File: config.mk
export PLATFORM = sky130hd
export DESIGN_NAME = riscv_decode_stage
export DESIGN_NICKNAME = d
export VERILOG_FILES = /design/src/rtl/riscv_pkg.sv /design/src/rtl/riscv_imm_gen.sv /design/src/rtl/riscv_decode_stage.sv
export SDC_FILE = /design/constraint.sdc
export NUM_CORES = 1
export LEC_CHECK = 0
export ABC_AREA = 1
export BUFFER_PORTS_ARGS = -buffer_cell sky130_fd_sc_hd__buf_2
export CAP_MARGIN = 40
export CORE_MARGIN = 10
export CORE_UTILIZATION = 48
export CTS_BUF_LIST = sky130_fd_sc_hd__clkbuf_4 sky130_fd_sc_hd__clkbuf_8
export DETAILED_ROUTE_END_ITERATION = 10
export GPL_TIMING_DRIVEN = 1
export PLACE_DENSITY_LB_ADDON = 0.2
export SLEW_MARGIN = 20
export SYNTH_ARGS = -nofsm -noshare
export SYNTH_HDL_FRONTEND = slang
export SYNTH_SLANG_ARGS = --single-unit
File: constraint.sdc
create_clock -name clk_i -period 1.5 [get_ports clk_i]
set_input_delay 0.15 -clock clk_i [delete_from_list [all_inputs] [get_ports clk_i]]
set_output_delay 0.15 -clock clk_i [all_outputs]
set_load 0.01 [all_outputs]
File: src/rtl/riscv_pkg.sv
// riscv_pkg: shared RV32I opcode constants, operand-select encodings and immediate formats.
// Revision: 1.0
`default_nettype none

package riscv_pkg;

  localparam logic [6:0] OPC_OP       = 7'h33;
  localparam logic [6:0] OPC_OP_IMM   = 7'h13;
  localparam logic [6:0] OPC_LOAD     = 7'h03;
  localparam logic [6:0] OPC_STORE    = 7'h23;
  localparam logic [6:0] OPC_BRANCH   = 7'h63;
  localparam logic [6:0] OPC_JAL      = 7'h6F;
  localparam logic [6:0] OPC_JALR     = 7'h67;
  localparam logic [6:0] OPC_LUI      = 7'h37;
  localparam logic [6:0] OPC_AUIPC    = 7'h17;
  localparam logic [6:0] OPC_MISC_MEM = 7'h0F;
  localparam logic [6:0] OPC_SYSTEM   = 7'h73;

  localparam logic [2:0] OP1_RS1  = 3'd0;
  localparam logic [2:0] OP1_PC   = 3'd1;
  localparam logic [2:0] OP1_ZERO = 3'd2;

  localparam logic [2:0] OP2_RS2  = 3'd0;
  localparam logic [2:0] OP2_IMM  = 3'd1;
  localparam logic [2:0] OP2_FOUR = 3'd2;

  typedef enum logic [2:0] {
    IMM_NONE = 3'd0,
    IMM_I    = 3'd1,
    IMM_S    = 3'd2,
    IMM_B    = 3'd3,
    IMM_U    = 3'd4,
    IMM_J    = 3'd5
  } imm_fmt_e;

  // True when a nonzero destination feeds one of the sources actually read.
  function automatic logic src_hits(input logic [4:0] rd, input logic [4:0] rs1,
                                    input logic [4:0] rs2, input logic use_rs1,
                                    input logic use_rs2);
    return (rd != 5'd0) && ((use_rs1 && (rs1 == rd)) || (use_rs2 && (rs2 == rd)));
  endfunction

endpackage

`default_nettype wire

File: src/rtl/riscv_imm_gen.sv
// riscv_imm_gen: combinational RV32I immediate generator, sign-extended to XLEN.
// Revision: 1.0
`default_nettype none

module riscv_imm_gen
  import riscv_pkg::*;
#(
  parameter int XLEN = 32
) (
  input  imm_fmt_e          fmt,
  input  logic [31:7]       instr,
  output logic [XLEN-1:0]   imm
);

  logic [31:0] imm32;

  always_comb begin
    imm32 = '0;
    case (fmt)
      IMM_I:   imm32 = {{20{instr[31]}}, instr[31:20]};
      IMM_S:   imm32 = {{20{instr[31]}}, instr[31:25], instr[11:7]};
      IMM_B:   imm32 = {{19{instr[31]}}, instr[31], instr[7], instr[30:25], instr[11:8], 1'b0};
      IMM_U:   imm32 = {instr[31:12], 12'b0};
      IMM_J:   imm32 = {{11{instr[31]}}, instr[31], instr[19:12], instr[20], instr[30:21], 1'b0};
      default: imm32 = '0;
    endcase
  end

  assign imm = XLEN'(signed'(imm32));

endmodule

`default_nettype wire

File: src/rtl/riscv_decode_stage.sv
// riscv_decode_stage: RV32I decode with ID/EX register, load-use bubble and flush.
// Revision: 1.0 -- optional illegal-instruction flag under DECODE_ILLEGAL_TRAP_EN.
`default_nettype none

module riscv_decode_stage
  import riscv_pkg::*;
#(
  parameter int XLEN = 32,
  parameter int PC_W = 32
) (
  input  logic              clk_i,
  input  logic              rst_n_i,
  input  logic              in_valid_i,
  output logic              in_ready_o,
  input  logic [31:0]       instr_i,
  input  logic [PC_W-1:0]   pc_i,
  input  logic              flush_i,
  output logic              out_valid_o,
  input  logic              out_ready_i,
  output logic [PC_W-1:0]   pc_o,
  output logic [4:0]        rs1_o,
  output logic [4:0]        rs2_o,
  output logic [4:0]        rd_o,
  output logic [2:0]        func3_o,
  output logic [6:0]        func7_o,
  output logic [6:0]        opcode_o,
  output logic [XLEN-1:0]   imm_o,
  output logic              reg_wr_en_o,
  output logic              mem_wr_en_o,
  output logic              mem_rd_en_o,
  output logic [2:0]        op1_sel_o,
  output logic [2:0]        op2_sel_o
`ifdef DECODE_ILLEGAL_TRAP_EN
  ,
  output logic              illegal_o
`endif
);

  logic [6:0] opcode;
  logic [4:0] rd;
  logic [4:0] rs1;
  logic [4:0] rs2;
  logic [6:0] func7;

  assign opcode = instr_i[6:0];
  assign rd     = instr_i[11:7];
  assign rs1    = instr_i[19:15];
  assign rs2    = instr_i[24:20];
  assign func7  = instr_i[31:25];

  imm_fmt_e        fmt;
  logic            dec_reg_wr;
  logic            dec_mem_rd;
  logic            dec_mem_wr;
  logic [2:0]      dec_op1;
  logic [2:0]      dec_op2;
  logic            use_rs1;
  logic            use_rs2;
  logic [XLEN-1:0] imm;
`ifdef DECODE_ILLEGAL_TRAP_EN
  logic            known;
  logic            dec_illegal;
`endif

  always_comb begin
    fmt        = IMM_NONE;
    dec_reg_wr = 1'b0;
    dec_mem_rd = 1'b0;
    dec_mem_wr = 1'b0;
    dec_op1    = OP1_RS1;
    dec_op2    = OP2_RS2;
    use_rs1    = 1'b0;
    use_rs2    = 1'b0;
`ifdef DECODE_ILLEGAL_TRAP_EN
    known       = 1'b1;
    dec_illegal = 1'b0;
`endif
    case (opcode)
      OPC_OP: begin
        dec_reg_wr = 1'b1;
        use_rs1    = 1'b1;
        use_rs2    = 1'b1;
      end
      OPC_OP_IMM: begin
        fmt        = IMM_I;
        dec_reg_wr = 1'b1;
        dec_op2    = OP2_IMM;
        use_rs1    = 1'b1;
      end
      OPC_LOAD: begin
        fmt        = IMM_I;
        dec_reg_wr = 1'b1;
        dec_mem_rd = 1'b1;
        dec_op2    = OP2_IMM;
        use_rs1    = 1'b1;
      end
      OPC_STORE: begin
        fmt        = IMM_S;
        dec_mem_wr = 1'b1;
        dec_op2    = OP2_IMM;
        use_rs1    = 1'b1;
        use_rs2    = 1'b1;
      end
      OPC_BRANCH: begin
        fmt     = IMM_B;
        use_rs1 = 1'b1;
        use_rs2 = 1'b1;
      end
      OPC_JAL: begin
        fmt        = IMM_J;
        dec_reg_wr = 1'b1;
        dec_op1    = OP1_PC;
        dec_op2    = OP2_FOUR;
      end
      OPC_JALR: begin
        fmt        = IMM_I;
        dec_reg_wr = 1'b1;
        dec_op1    = OP1_PC;
        dec_op2    = OP2_FOUR;
        use_rs1    = 1'b1;
      end
      OPC_LUI: begin
        fmt        = IMM_U;
        dec_reg_wr = 1'b1;
        dec_op1    = OP1_ZERO;
        dec_op2    = OP2_IMM;
      end
      OPC_AUIPC: begin
        fmt        = IMM_U;
        dec_reg_wr = 1'b1;
        dec_op1    = OP1_PC;
        dec_op2    = OP2_IMM;
      end
      OPC_MISC_MEM, OPC_SYSTEM: begin
      end
      default: begin
`ifdef DECODE_ILLEGAL_TRAP_EN
        known = 1'b0;
`endif
      end
    endcase

    if (rd == 5'd0) dec_reg_wr = 1'b0;

`ifdef DECODE_ILLEGAL_TRAP_EN
    dec_illegal = !known ||
                  ((opcode == OPC_OP) && (func7 != 7'h00) && (func7 != 7'h20));
    if (dec_illegal) begin
      dec_reg_wr = 1'b0;
      dec_mem_wr = 1'b0;
    end
`endif
  end

  riscv_imm_gen #(
    .XLEN (XLEN)
  ) u_imm_gen (
    .fmt   (fmt),
    .instr (instr_i[31:7]),
    .imm   (imm)
  );

  logic       ld_valid_q;
  logic [4:0] ld_rd_q;
  logic       out_hazard;
  logic       shadow_hazard;
  logic       hazard;
  logic       accept;
  logic       handoff;

  assign out_hazard    = out_valid_o && mem_rd_en_o &&
                         src_hits(rd_o, rs1, rs2, use_rs1, use_rs2);
  assign shadow_hazard = ld_valid_q && src_hits(ld_rd_q, rs1, rs2, use_rs1, use_rs2);
  assign hazard        = out_hazard || shadow_hazard;
  assign in_ready_o    = (!out_valid_o || out_ready_i) && !hazard;
  assign accept        = in_valid_i && in_ready_o && !flush_i;
  assign handoff       = out_valid_o && out_ready_i;

  always_ff @(posedge clk_i or negedge rst_n_i) begin
    if (!rst_n_i) begin
      out_valid_o <= 1'b0;
      pc_o        <= '0;
      rs1_o       <= '0;
      rs2_o       <= '0;
      rd_o        <= '0;
      func3_o     <= '0;
      func7_o     <= '0;
      opcode_o    <= '0;
      imm_o       <= '0;
      reg_wr_en_o <= 1'b0;
      mem_wr_en_o <= 1'b0;
      mem_rd_en_o <= 1'b0;
      op1_sel_o   <= '0;
      op2_sel_o   <= '0;
    end else if (flush_i) begin
      out_valid_o <= 1'b0;
    end else if (accept) begin
      out_valid_o <= 1'b1;
      pc_o        <= pc_i;
      rs1_o       <= rs1;
      rs2_o       <= rs2;
      rd_o        <= rd;
      func3_o     <= instr_i[14:12];
      func7_o     <= func7;
      opcode_o    <= opcode;
      imm_o       <= imm;
      reg_wr_en_o <= dec_reg_wr;
      mem_wr_en_o <= dec_mem_wr;
      mem_rd_en_o <= dec_mem_rd;
      op1_sel_o   <= dec_op1;
      op2_sel_o   <= dec_op2;
    end else if (out_ready_i) begin
      out_valid_o <= 1'b0;
    end
  end

  // The shadow only arms when the output-register check has not already
  // produced the bubble, so a back-to-back load-use pair costs one cycle.
  always_ff @(posedge clk_i or negedge rst_n_i) begin
    if (!rst_n_i) begin
      ld_valid_q <= 1'b0;
      ld_rd_q    <= '0;
    end else if (flush_i) begin
      ld_valid_q <= 1'b0;
      ld_rd_q    <= '0;
    end else begin
      ld_valid_q <= handoff && mem_rd_en_o && (rd_o != 5'd0) && !out_hazard;
      ld_rd_q    <= rd_o;
    end
  end

`ifdef DECODE_ILLEGAL_TRAP_EN
  always_ff @(posedge clk_i or negedge rst_n_i) begin
    if (!rst_n_i) begin
      illegal_o <= 1'b0;
    end else if (!flush_i && accept) begin
      illegal_o <= dec_illegal;
    end
  end
`endif

endmodule

`default_nettype wire

== Yosys cells after proc, flatten, opt, wreduce, memory -nomap -nowiden ==
Cells that the tools add are included.

* Equality and inequality tests: 18
* Muxes and demuxes: 15
* Bitwise logic cells: 1
* Reductions and logical operators: 37

{| class="wikitable"
|+ Operators with widths
! cell !! number
|-
| 32-bit case mux with 5 select lines || 1
|-
| 7-bit by 6-bit == test with 1-bit output (second input constant) || 3
|-
| 7-bit == test (second input constant) || 3
|-
| 5-bit == test || 4
|-
| 1-bit logical AND || 16
|-
| 3-bit case mux with 5 select lines || 1
|-
| 7-bit by 5-bit == test with 1-bit output (second input constant) || 2
|-
| 1-bit 2-to-1 mux || 10
|-
| 5-bit nonzero test || 2
|-
| 3-bit OR reduction || 3
|-
| 2-bit case mux with 2 select lines || 2
|-
| 7-bit by 2-bit == test with 1-bit output (second input constant) || 1
|-
| 7-bit OR reduction || 1
|-
| 3-bit by 2-bit == test with 1-bit output (second input constant) || 2
|-
| 3-bit == test (second input constant) || 2
|-
| 6-bit OR reduction || 1
|-
| 5-bit zero test || 1
|-
| 5-bit 2-to-1 mux || 1
|-
| 5-bit OR reduction || 1
|-
| 1-bit zero test || 4
|-
| 1-bit logical OR || 4
|-
| 2-bit OR reduction || 2
|-
| 3-bit by 1-bit == test with 1-bit output (second input constant) || 1
|-
| 3-bit nonzero test || 1
|-
| other kinds (2) || 2
|}

* Flip-flop bits (word level): 112
* Output and inout bits: 107
* Logic and storage cells: 87

== Depth between registers and ports, before layout ==
Gate-level depths: netlist of run 1.

* Depth after elaboration: 14
* Gate-level depth with buffers: 14
* Gate-level depth less buffers: 12

== Cells and area by module ==
A second synthesis of run 1 with hierarchy kept.

* Cells, all modules: 674
* Area, all modules: 5,541.6 µm²

{| class="wikitable"
|+ By module, submodules not included
! module !! times used !! cells an instance !! area an instance (µm²) !! seq. area each (µm²)
|-
| riscv_decode_stage || 1 || 582 || 5,086.1 || 2,752.6
|-
| riscv_imm_gen || 1 || 92 || 455.4 || 0.0
|}

== Least setup slack after synthesis of run 1 ==
Ideal clock, no wire load.

* Path type: reg2reg
* Start: register rd_o[1]
* End: register out_valid_o
* Setup time: 0.129 ns
* Arrival time: 1.446 ns
* Slack: -0.075 ns
* Stages on the path, launching flop included: 13
* Cell sequence: dfrtp_1 > inv_1 > nand2_1 > nand2_1 > nand3_1 > nor2_1 > nand3_1 > nand2_2 > nand2_2 > nand4_2 > buf_6 > buf_6 > o21ai_1

* Cells in the longest elaborated chain, start to end: 12
* Elaborated cells between the ends (all ways): 16
* Classes of those cells: 2 x eq/ne; 2 x mux; 12 x reduce/logical

{| class="wikitable"
|+ RTL lines
! element !! RTL line !! text
|-
| start: declaration || riscv_decode_stage.sv:23 || <nowiki>output logic [4:0] rd_o,</nowiki>
|-
| start signal: assignment || riscv_decode_stage.sv:202 || <nowiki>rd_o <= rd;</nowiki>
|-
| 5-bit == test || riscv_pkg.sv:40 || <nowiki>return (rd != 5'd0) && ((use_rs1 && (rs1 == rd)) || (use_rs2 && (rs2 == rd)));</nowiki>
|-
| 1-bit logical AND || riscv_pkg.sv:40 ||
|-
| 1-bit logical OR || riscv_pkg.sv:40 ||
|-
| 1-bit logical AND * || riscv_pkg.sv:40 ||
|-
| 1-bit logical AND * || riscv_decode_stage.sv:171 || <nowiki>assign out_hazard = out_valid_o && mem_rd_en_o &&</nowiki>
|-
| 1-bit logical OR * || riscv_decode_stage.sv:174 || <nowiki>assign hazard = out_hazard || shadow_hazard;</nowiki>
|-
| 1-bit zero test * || riscv_decode_stage.sv:175 || <nowiki>assign in_ready_o = (!out_valid_o || out_ready_i) && !hazard;</nowiki>
|-
| 1-bit logical AND * || riscv_decode_stage.sv:175 ||
|-
| 1-bit logical AND * (2 in a row) || riscv_decode_stage.sv:176 || <nowiki>assign accept = in_valid_i && in_ready_o && !flush_i;</nowiki>
|-
| 1-bit 2-to-1 mux || riscv_decode_stage.sv:197 || <nowiki>end else if (accept) begin</nowiki>
|-
| 1-bit 2-to-1 mux || riscv_decode_stage.sv:195 || <nowiki>end else if (flush_i) begin</nowiki>
|-
| end signal: assignment || riscv_decode_stage.sv:181 || <nowiki>out_valid_o <= 1'b0;</nowiki>
|-
| end signal: assignment || riscv_decode_stage.sv:196 || <nowiki>out_valid_o <= 1'b0;</nowiki>
|-
| end signal: assignment || riscv_decode_stage.sv:198 || <nowiki>out_valid_o <= 1'b1;</nowiki>
|-
| end: declaration || riscv_decode_stage.sv:18 || <nowiki>output logic out_valid_o,</nowiki>
|}

Mark *: on every way between the ends. The rest lies on a longest branch, timed or not.
A chain may end at the register's enable or synchronous reset.

== Worst setup path in the final report of run 1 ==
* Start: register rd_o[1]
* End: register imm_o[14]

* Cells in the longest elaborated chain, start to end: 11
* Elaborated cells between the ends (all ways): 14
* Classes of those cells: 2 x eq/ne; 12 x reduce/logical

{| class="wikitable"
|+ RTL lines
! element !! RTL line !! text
|-
| 5-bit == test || riscv_pkg.sv:40 ||
|-
| 1-bit logical AND || riscv_pkg.sv:40 ||
|-
| 1-bit logical OR || riscv_pkg.sv:40 ||
|-
| 1-bit logical AND * || riscv_pkg.sv:40 ||
|-
| 1-bit logical AND * || riscv_decode_stage.sv:171 ||
|-
| 1-bit logical OR * || riscv_decode_stage.sv:174 ||
|-
| 1-bit zero test * || riscv_decode_stage.sv:175 ||
|-
| 1-bit logical AND * || riscv_decode_stage.sv:175 ||
|-
| 1-bit logical AND * (2 in a row) || riscv_decode_stage.sv:176 ||
|-
| 2-bit AND reduction (no line) * || -- ||
|-
| end signal: assignment || riscv_decode_stage.sv:206 || <nowiki>imm_o <= imm;</nowiki>
|-
| end: declaration || riscv_decode_stage.sv:27 || <nowiki>output logic [XLEN-1:0] imm_o,</nowiki>
|}

Marks and branches as above.

==> flow_metrics.env, run 1 <==
export IMPL_initial_core_util=0.490
export IMPL_rows=39
export IMPL_worstSetupPathType="flop to flop"
export IMPL_synth_area_sq_mm=0.00560
export IMPL_cp_end_kind="flop"
export IMPL_hp_class="input port to flop"
export IMPL_power_frac_comb=0.263
export IMPL_io_pin_count=176
export IMPL_seq_area_frac_synth=0.492
export IMPL_clkTransAtPathRegs_ns=0.11
export IMPL_grt_antenna_before_repair=0
export IMPL_status="finished, violations left"
export IMPL_fin_nets=1022
export IMPL_maxCapViolCount=0
export IMPL_dp_slack_ns=-0.284
export IMPL_period_share=1.31
export IMPL_core_area_sq_mm=0.0114
export IMPL_drive_gt1_frac=0.384
export IMPL_cts_buffer_depth=2
export IMPL_power_frac_seq=0.477
export IMPL_fin_crit_ns=1.97
export IMPL_synth_warnings=0
export IMPL_drt_iter0_markers=538
export IMPL_drv_slew=0
export IMPL_p_leak_uw=0.00468
export IMPL_vias=6003
export IMPL_hpwlAfterDp_um=13200
export IMPL_dr_pass1_iters=5
export IMPL_drt_wirelength_per_cell_um=19.4
export IMPL_diodes=0
export IMPL_power_density_mw_per_mm2=897
export IMPL_synth_seq_cells=110
export IMPL_grt_max_degree=64
export IMPL_grt_pass1_vias=6120
export IMPL_numCtsBuffers=9
export IMPL_ir_drop_v=0.000617
export IMPL_clkSinkCount=110
export IMPL_rsz0062_at_grt="true"
export IMPL_cp_data_arrival_time_ns=2.24
export IMPL_h_tree_depth=3
export IMPL_wl_um=21300
export IMPL_cp_start_kind="flop"
export IMPL_setup_viol=105
export IMPL_dieArea_sq_mm=0.0164
export IMPL_fmax_ghz=0.508
export IMPL_overflow=0
export IMPL_worstPathRequired_ns=1.77
export IMPL_hold_viol=0
export IMPL_clock_latency_ns=0.39
export IMPL_grt_pass1_wl_um=32200
export IMPL_cts_tree="yes"
export IMPL_dp_cells=1035
export IMPL_fin_tns_setup_ns=-38.72
export IMPL_violations="setup timing"
export IMPL_die_y_um=128
export IMPL_grt_total_usage=0.243
export IMPL_avgViaCountPerCell=5.45
export IMPL_post_route_util=0.715
export IMPL_portBuffers=173
export IMPL_path_max_fanout=6
export IMPL_slew_headroom=0.672
export IMPL_setup_slack_ns=-0.470
export IMPL_swShare=0.315
export IMPL_ant_nets=0
export IMPL_gp_congestion=0.945
export IMPL_clockRootBuffer="clkbuf_8"
export IMPL_drc=0
export IMPL_power_switching_uw=2310
export IMPL_p_clk_frac=0.260
export IMPL_synth_area_per_cell_sq_um=8.01
export IMPL_worst_slew_pin_slew_ns=0.487
export IMPL_fin_cells=1101
export IMPL_skew_ns=0.0162
export IMPL_synth_distinct_cells=33
export IMPL_postSynthCellCount=699
export IMPL_p_int_uw=5010
export IMPL_area_growth_pct=45.9
export IMPL_die_w_um=128
[cell usage in the layout (no fill, tap or decap), types with 2 or more instances in the layout]
cell type      instances
inv_2                  9
dfrtp_2                7
dlygate4sd3_1         14
nor2_1                23
nand2_2               45
dfrtp_1              103
nor4_1                 2
o31ai_1                2
nand3_1               14
buf_16                 7
xnor2_1               10
inv_1                 34
conb_1                 2
a21oi_1               11
xor2_1                 5
buf_6                  8
clkbuf_8              10
nand4_1              103
clkbuf_16              7
nand2_1              247
buf_2                171
o21ai_0                7
clkinv_2               2
nor2_4                 3
buf_12                17
o211ai_1               8
buf_4                 67
bufbuf_16              2
[cell usage after synthesis]
| cell type | n | share of area |
|---|---|---|
| nor3_1 | 2 | 0.0018 |
| xnor2_1 | 10 | 0.016 |
| nand2_1 | 288 | 0.19 |
| nor2_1 | 24 | 0.016 |
| nor3b_1 | 1 | 0.0013 |
| nor2_4 | 2 | 0.0040 |
| buf_1 | 2 | 0.0013 |
| o21ai_1 | 1 | 0.00089 |
| a21oi_4 | 1 | 0.0029 |
| o31ai_1 | 2 | 0.0027 |
| o211ai_1 | 8 | 0.011 |
| nand4_2 | 1 | 0.0022 |
| nand3_2 | 1 | 0.0018 |
| xor2_1 | 5 | 0.0078 |
| nand2_2 | 5 | 0.0056 |
| nand4_1 | 103 | 0.12 |
| clkbuf_1 | 17 | 0.011 |
| inv_1 | 38 | 0.025 |
| nor4_1 | 3 | 0.0034 |
| buf_4 | 3 | 0.0040 |
| inv_2 | 5 | 0.0034 |
| clkinv_1 | 1 | 0.00067 |
| a21o_1 | 1 | 0.0013 |
| buf_2 | 14 | 0.013 |
| o22ai_1 | 1 | 0.0011 |
| conb_1 | 1 | 0.00067 |
| nand3_1 | 14 | 0.013 |
| and3_1 | 1 | 0.0011 |
| o21ai_0 | 7 | 0.0063 |
| buf_6 | 15 | 0.030 |
| dfrtp_1 | 110 | 0.49 |
| a21oi_1 | 11 | 0.0098 |
| nor2_2 | 1 | 0.0011 |
[registers in the layout, indices dropped and copies added, names as in the netlist, 3 cells and up]
| signal | cells |
|---|---|
| ld_rd_q | 5 |
| rs2_o | 5 |
| func7_o | 7 |
| imm_o | 32 |
| func3_o | 3 |
| opcode_o | 7 |
| rs1_o | 5 |
| rd_o | 5 |
| pc_o | 32 |
[area by class of cell]
type,count,area [sq um]
clock buffer,11,145
clock inverter,5,57.6
fill,925,3250
inverter,44,165
multi-input combinational,495,2490
sequential,110,2760
tap,143,179
timing repair buffer,293,2360
[critical path: stages (launching register included)]
cell and delay (ns):
dfrtp_2 0.47, nor3_2 0.20, nand3_1 0.11, nand2_1 0.11, inv_2 0.07, nand2_2 0.08, buf_4 0.12, nand4_4 0.13
buf_12 0.20, buf_6 0.12, buf_16 0.13, nand2_2 0.06, nand2_1 0.06
[stage by stage]
step | power (uW) | hold WS, ns | instance area [sq um]
5_1_grt | 7640 | 0.00171 | 8160
3_3_place_gp | 5040 | -0.00648 | 7010
6_report | 7320 | 0.00790 | 8160
4_1_cts | 7220 | 0.000387 | 7930
2_1_floorplan | 4250 | -0.146 | 5620
3_5_place_dp | 5090 | -0.00467 | 7010
[logic make-up (layout without fill, tap and decap cells)]
group | after synthesis | in the layout | share of synthesized area
buffers and inverters | 95 | 353 | 0.0890
XOR/XNOR | 15 | 15 | 0.0235
other | 1 | 2 | 0.000670
AO/OA/AOI/OAI | 32 | 32 | 0.0358
flip-flops | 110 | 110 | 0.492
AND/OR/NAND/NOR | 446 | 446 | 0.359
[power by group through the flow]
stage | Sequential (uW) | Combinational, uW | Clock (uW)
finish | 3490 | 1920 | 1900
global placement | 3510 | 1530 | 0
global route | 3530 | 2090 | 2010
floorplan | 3660 | 588 | 0
detailed placement | 3520 | 1560 | 0
CTS | 3470 | 1830 | 1920
[per-layer routing]
metal / vias to the layer above / global-route usage / wire length, um
met5: - / 0 / 0
li1: 2813 / - / -
met1: 2834 / 0.312 / 8520
met3: 37 / 0.0649 / 2060
met2: 319 / 0.385 / 10300
met4: 0 / 0.0907 / 480
[what timing repair did]
action | in CTS | in global routing
setup endpoints to repair | 104 | 105
endpoints found under the hold margin | 123 | 0
hold buffers | 14 | 0
resized for setup | 31 | 43
cloned | 12 | 8
pin swaps | 5 | 3
buffers inserted | 16 | 4
[path summary, 6_finish.rpt]
check | slack (ns) | cells past startpoint | from | to
setup reg to reg | -0.47 | 12 | rd_o[1] | imm_o[14]
max in group asynchronous | 0.82 | 3 | rst_n_i | ld_rd_q[1]
hold / removal | 0.008 | 3 | pc_i[21] | pc_o[21]
min in group asynchronous | 0.13 | 2 | rst_n_i | imm_o[20]
setup / recovery | -0.47 | 12 | rd_o[1] | imm_o[14]
hold reg to reg | 0.47 | 2 | imm_o[25] | imm_o[25]
No activity file was read; power rests on OpenSTA's default activity.
==> run 2: changes to the inputs <==
ABC_AREA = 0   (was 1)
CORE_UTILIZATION = 47   (was 48)
==> flow_metrics.env, run 2 <==
export IMPL_p_clk_frac=0.231
export IMPL_slew_headroom=0.585
export IMPL_postSynthCellCount=383
export IMPL_synthSimpleGateAreaFrac=0.0565
export IMPL_cp_start_kind="flop"
export IMPL_synth_compound_area_frac=0.0530
export IMPL_cp_data_arrival_time_ns=2.64
export IMPL_final_cell_mix="buf_2, dfrtp_1, buf_4"
export IMPL_power_frac_seq=0.512
export IMPL_die_y_um=123
export IMPL_cp_end_kind="flop"
export IMPL_synth_area_mux_share=0.254
export IMPL_synth_flop_cell="dfrtp_1"
export IMPL_clockRootBuffer="clkbuf_8"
export IMPL_setup_slack_ns=-0.884
export IMPL_core_area_sq_mm=0.0103
export IMPL_die_w_um=123
export IMPL_synth_warnings=0
export IMPL_synth_seq_cells=110
export IMPL_synthAdderAreaFrac=0
export IMPL_area_growth_pct=41.7
export IMPL_synthXorXnorAreaFrac=0.0351
export IMPL_hp_class="input port to flop"
export IMPL_grt_total_usage=0.183
export IMPL_worstPathRequired_ns=1.75
export IMPL_design_area_sq_mm=0.00706
export IMPL_io_pin_count=176
export IMPL_skew_ns=0.0134
export IMPL_synth_top_family_by_area="multiplexers"
export IMPL_grt_pass1_vias=4276
export IMPL_worstReg2RegStart="ld_rd_q[1]"
export IMPL_power_frac_comb=0.256
export IMPL_post_route_util=0.684
export IMPL_drc=0
export IMPL_vias=3839
export IMPL_worstSetupPathType="flop to flop"
export IMPL_hold_viol=0
export IMPL_status="finished, violations left"
export IMPL_layout_commonest_cell="buf_2"
export IMPL_fmax_ghz=0.420
export IMPL_largestRegisters="imm_o (32), pc_o (32)"
export IMPL_p_int_uw=4890
export IMPL_drt_wirelength_per_cell_um=17.8
export IMPL_wl_um=14000
export IMPL_synth_area_sq_mm=0.00498
export IMPL_synth_common_cells="dfrtp_1, mux2_2, inv_1"
export IMPL_power_switching_uw=2010
export IMPL_period_share=1.59
export IMPL_fin_nets=716
export IMPL_clkSinkCount=110
export IMPL_swShare=0.291
export IMPL_initial_core_util=0.483
export IMPL_grt_antenna_before_repair=1
export IMPL_avgViaCountPerCell=4.87
export IMPL_synthArstFlopShare=1.00
export IMPL_synth_most_common_cell="dfrtp_1"
export IMPL_synthTopCellsByArea="dfrtp_1, mux2_2, mux2_4"
export IMPL_hpwlAfterDp_um=10500
export IMPL_worst_slew_pin_slew_ns=0.616
export IMPL_synth_distinct_cells=37
export IMPL_drv_slew=0
export IMPL_maxCapViolCount=0
export IMPL_synth_top_area_frac=0.552
export IMPL_cts_tree="yes"
export IMPL_dp_slack_ns=-0.845
export IMPL_drive_gt1_frac=0.538
export IMPL_seq_area_frac_synth=0.552
export IMPL_power_density_mw_per_mm2=978
export IMPL_portBuffers=173
export IMPL_p_leak_uw=0.00368
export IMPL_hp_start="pc_i[23]"
export IMPL_startpoint="ld_rd_q[1]"
export IMPL_synth_edf_count=0
export IMPL_numCtsBuffers=9
export IMPL_dieArea_sq_mm=0.0151
export IMPL_placed_area_sq_mm=0.00648
export IMPL_clkTransAtPathRegs_ns=0.11
export IMPL_ir_drop_v=0.000871
export IMPL_clock_latency_ns=0.37
export IMPL_overflow=0
export IMPL_violations="setup timing"
export IMPL_holdWs_ns=0.0266
export IMPL_drt_iter0_markers=149
export IMPL_path_max_fanout=28
export IMPL_h_tree_depth=3
export IMPL_ant_nets=0
export IMPL_grt_pass1_wl_um=22100
export IMPL_yosysTopAreaCell="dfrtp_1"
export IMPL_dr_pass1_iters=4
export IMPL_fin_crit_ns=2.38
export IMPL_diodes=0
export IMPL_grt_max_degree=45
export IMPL_rsz0062_at_grt="true"
export IMPL_setup_viol=106
export IMPL_cts_buffer_depth=2
export IMPL_synth_area_per_cell_sq_um=13.0
export IMPL_gp_congestion=0.848
export IMPL_rows=37
==> run 2: changes by cell type after synthesis, sizes merged, moves of 12 or more <==
cell | previous run | this run
nand2 | 293 | 14
nand4 | 104 | 1
a21oi | 12 | 24
clkbuf | 17 | 3
buf | 34 | 15
mux2 | 0 | 77
mux2i | 0 | 28
nor2 | 27 | 6
nand3 | 15 | 3
==> run 2: worst paths after layout <==
check / slack, ns / to / cells after the start
hold reg to reg: 0.51 / pc_o[2] / 1
hold / removal: 0.03 / pc_o[23] / 2
max in group asynchronous: 0.67 / func3_o[1] / 3
setup reg to reg: -0.88 / pc_o[24] / 8
min in group asynchronous: 0.25 / pc_o[13] / 2
setup / recovery: -0.88 / pc_o[24] / 8
==> run 2: final cells by class <==
class	count	area, sq um
Tap cell	136	170
Sequential cell	110	2760
Timing Repair Buffer	270	1760
Fill cell	799	3260
Multi-Input combinational cell	224	2080
Inverter	32	120
Clock buffer	9	124
Clock inverter	7	48.8
==> run 2: stage by stage <==
| stage | TNS [ns] | cells | power (uW) |
|---|---|---|---|
| global route | -94.73 | 788 | 7290 |
| finish | -84.59 | 788 | 6900 |
| floorplan | -65.08 | 384 | 4400 |
| global placement | -78.96 | 741 | 5210 |
| CTS | -84.09 | 783 | 6970 |
| detailed placement | -79.72 | 741 | 5270 |
==> run 2: metal layers <==
| layer | part of all wire | global-route usage | vias up |
|---|---|---|---|
| met5 | 0.00050 | 0 | - |
| met4 | 0.011 | 0.0517 | 2 |
| met3 | 0.082 | 0.0675 | 17 |
| met2 | 0.50 | 0.307 | 124 |
| met1 | 0.41 | 0.218 | 1848 |
| li1 | - | - | 1848 |
==> run 2: worst max-delay path, cell delays in order (launching register included) <==
cell and delay (ns):
dfrtp_1 0.40, or4_4 0.55, o21ai_4 0.21, nor4_4 0.06, nor4_2 0.23, buf_4 0.16, o21ai_4 0.12, buf_12 0.21
mux2_4 0.31
==> run 2: repair_timing <==
item / 4_1_cts / 5_1_grt
buffers inserted: 0 / 0
hold buffers: 25 / 3
resized for setup: 11 / 9
endpoints found under the hold margin: 51 / 3
setup endpoints to repair: 106 / 106
gates cloned: 1 / 2
==> run 2: logic make-up (layout without fill, tap and decap cells) <==
group           count (synthesis)  in the layout
mux                           105            105
other cells                     1              2
flops                         110            110
simple gates                   53             53
buf+inv                        50            318
compound gates                 44             44
xor+xnor                       20             20
==> run 2: power groups by stage <==
stage / combinational (uW) / sequential, uW / clock [uW]
after CTS: 1770 / 3530 / 1670
final: 1770 / 3530 / 1600
after floorplan: 660 / 3740 / 0
after global routing: 1920 / 3590 / 1790
after global placement: 1650 / 3560 / 0
after detailed placement: 1690 / 3580 / 0
==> run 3: changes to the inputs <==
CTS_CLUSTER_DIAMETER = 60   (was not set)
TNS_END_PERCENT = 50   (was not set)
==> flow_metrics.env, run 3 (synthesis results as in run 2) <==
export IMPL_drc=0
export IMPL_die_y_um=123
export IMPL_power_density_mw_per_mm2=1010
export IMPL_startpoint="ld_rd_q[1]"
export IMPL_skew_ns=0.0173
export IMPL_maxCapViolCount=0
export IMPL_worstSetupPathType="flop to flop"
export IMPL_ir_drop_v=0.000680
export IMPL_dr_pass1_iters=4
export IMPL_dieArea_sq_mm=0.0151
export IMPL_grt_antenna_before_repair=0
export IMPL_largestRegisters="imm_o (32), pc_o (32)"
export IMPL_hold_viol=0
export IMPL_setup_slack_ns=-0.911
export IMPL_rows=37
export IMPL_slew_headroom=0.583
export IMPL_drv_slew=0
export IMPL_setup_worst_path_end="imm_o[0]"
export IMPL_reg2reg_depth=8
export IMPL_dp_cells=740
export IMPL_p_leak_uw=0.00368
export IMPL_fin_crit_ns=2.41
export IMPL_initial_core_util=0.483
export IMPL_wl_met1_um=5680
export IMPL_violations="setup timing"
export IMPL_clockRootBuffer="clkbuf_8"
export IMPL_status="finished, violations left"
export IMPL_critPathMostFrequentCell="o21ai_4"
export IMPL_area_growth_pct=41.8
export IMPL_die_w_um=123
export IMPL_worstReg2RegStart="ld_rd_q[1]"
export IMPL_drt_wirelength_per_cell_um=17.8
export IMPL_clock_latency_ns=0.37
export IMPL_portBuffers=173
export IMPL_grt_pass1_wl_um=21300
export IMPL_hpwlAfterDp_um=10300
export IMPL_fin_cells=784
export IMPL_period_share=1.61
export IMPL_drt_iter0_markers=199
export IMPL_dr_wl_met3_um=1220
export IMPL_overflow=0
export IMPL_drive_gt1_frac=0.541
export IMPL_holdWs_ns=0.00818
export IMPL_setup_viol=106
export IMPL_cts_buffer_depth=2
export IMPL_critPathSlowestCell="or4_4"
export IMPL_cts_tree="yes"
export IMPL_cp_cell_sequence="or4_4 > o21ai_4 > nor4_4 > nor4_2 > buf_4 > o21ai_4 > buf_12 > mux2_4"
export IMPL_grt_max_degree=111
export IMPL_wl_um=13900
export IMPL_cp_data_arrival_time_ns=2.66
export IMPL_cp_start_kind="flop"
export IMPL_vias=3872
export IMPL_cp_end_kind="flop"
export IMPL_gp_congestion=0.864
export IMPL_numCtsBuffers=9
export IMPL_min_path_cells=2
export IMPL_finalPower_uw=7150
export IMPL_fin_nets=711
export IMPL_layout_commonest_cell="buf_2"
export IMPL_hp_class="input port to flop"
export IMPL_clkTransAtPathRegs_ns=0.11
export IMPL_grt_total_usage=0.177
export IMPL_h_tree_depth=3
export IMPL_io_pin_count=176
export IMPL_clkSinkCount=110
export IMPL_grt_pass1_vias=4202
export IMPL_wl_met2_um=6810
export IMPL_fmax_ghz=0.415
export IMPL_worst_slew_pin_slew_ns=0.625
export IMPL_cp_slowest_stage_delay_ns=0.55
export IMPL_r2r_end="imm_o[0]"
export IMPL_worstPathRequired_ns=1.75
export IMPL_fin_tns_setup_ns=-87.41
export IMPL_final_cell_mix="buf_2, dfrtp_1, buf_4"
export IMPL_ant_nets=0
export IMPL_path_max_fanout=23
export IMPL_r2r_slack_ns=-0.91
export IMPL_rsz0062_at_grt="true"
export IMPL_avgViaCountPerCell=4.94
export IMPL_core_area_sq_mm=0.0103
export IMPL_top_layer="met4"
export IMPL_post_route_util=0.684
-- run 3: cell count changes in the layout (fill, tap and decap cells not counted), moves of 2 or more --
cell,previous run,this run
buf_4,60,58
clkinv_2,3,1
dfrtp_1,107,110
dfrtp_2,3,0
dlygate4sd3_1,28,20
o21ai_2,0,2
-- run 3: report_power, final --
| part | total [uW] | internal (uW) | switching (uW) |
|---|---|---|---|
| sequential | 3510 | 3320 | 199 |
| clock | 1870 | 831 | 1040 |
| combinational | 1770 | 960 | 810 |
| total | 7150 | 5110 | 2050 |
-- run 3: cell type report --
type / count / area [sq um]
Tap cell: 136 / 170
Inverter: 32 / 120
Multi-Input combinational cell: 225 / 2090
Antenna cell: 1 / 2.50
Sequential cell: 110 / 2750
Clock inverter: 6 / 68.8
Timing Repair Buffer: 264 / 1730
Clock buffer: 10 / 138
Fill cell: 802 / 3260
-- run 3: timing repair --
| item | CTS | global route |
|---|---|---|
| gates cloned | 1 | 3 |
| hold buffers | 18 | 2 |
| endpoints found under the hold margin | 127 | 2 |
| setup buffers | 1 | 2 |
| resized for setup | 12 | 5 |
| setup endpoints to repair | 106 | 106 |
| pin swaps | 1 | 0 |
-- run 3: routing by layer --
| metal | vias up | GRT usage |
|---|---|---|
| met2 | 127 | 0.289 |
| met4 | 0 | 0.0582 |
| li1 | 1832 | - |
| met5 | - | 0 |
| met3 | 22 | 0.0675 |
| met1 | 1891 | 0.211 |
-- run 3: how the worst min path moves through the flow --
stage / endpoint / slack [ns] / startpoint
final: pc_o[14] / 0.008 / pc_i[14]
after global routing: pc_o[14] / 0.0007 / pc_i[14]
after CTS: pc_o[31] / 0.0008 / pc_i[31]
after detailed placement: pc_o[15] / 0.28 / rst_n_i
after global placement: pc_o[15] / 0.27 / rst_n_i
after floorplan: func3_o[0] / -0.15 / rst_n_i
-- run 3: critical path: cells and delay by family, from the launching register on --
family / cells / cell delay [ns]
buffers and inverters: 2 / 0.39
flip-flops: 1 / 0.40
AND/OR/NAND/NOR: 3 / 0.85
multiplexers: 1 / 0.30
AO/OA/AOI/OAI: 2 / 0.34
-- run 3: through the flow --
step | instance area, sq um | setup slack, ns
6_report | 7070 | -0.911
5_1_grt | 7060 | -1.05
4_1_cts | 6940 | -0.873
3_5_place_dp | 6480 | -0.836
3_3_place_gp | 6480 | -0.815
2_1_floorplan | 5000 | -0.716
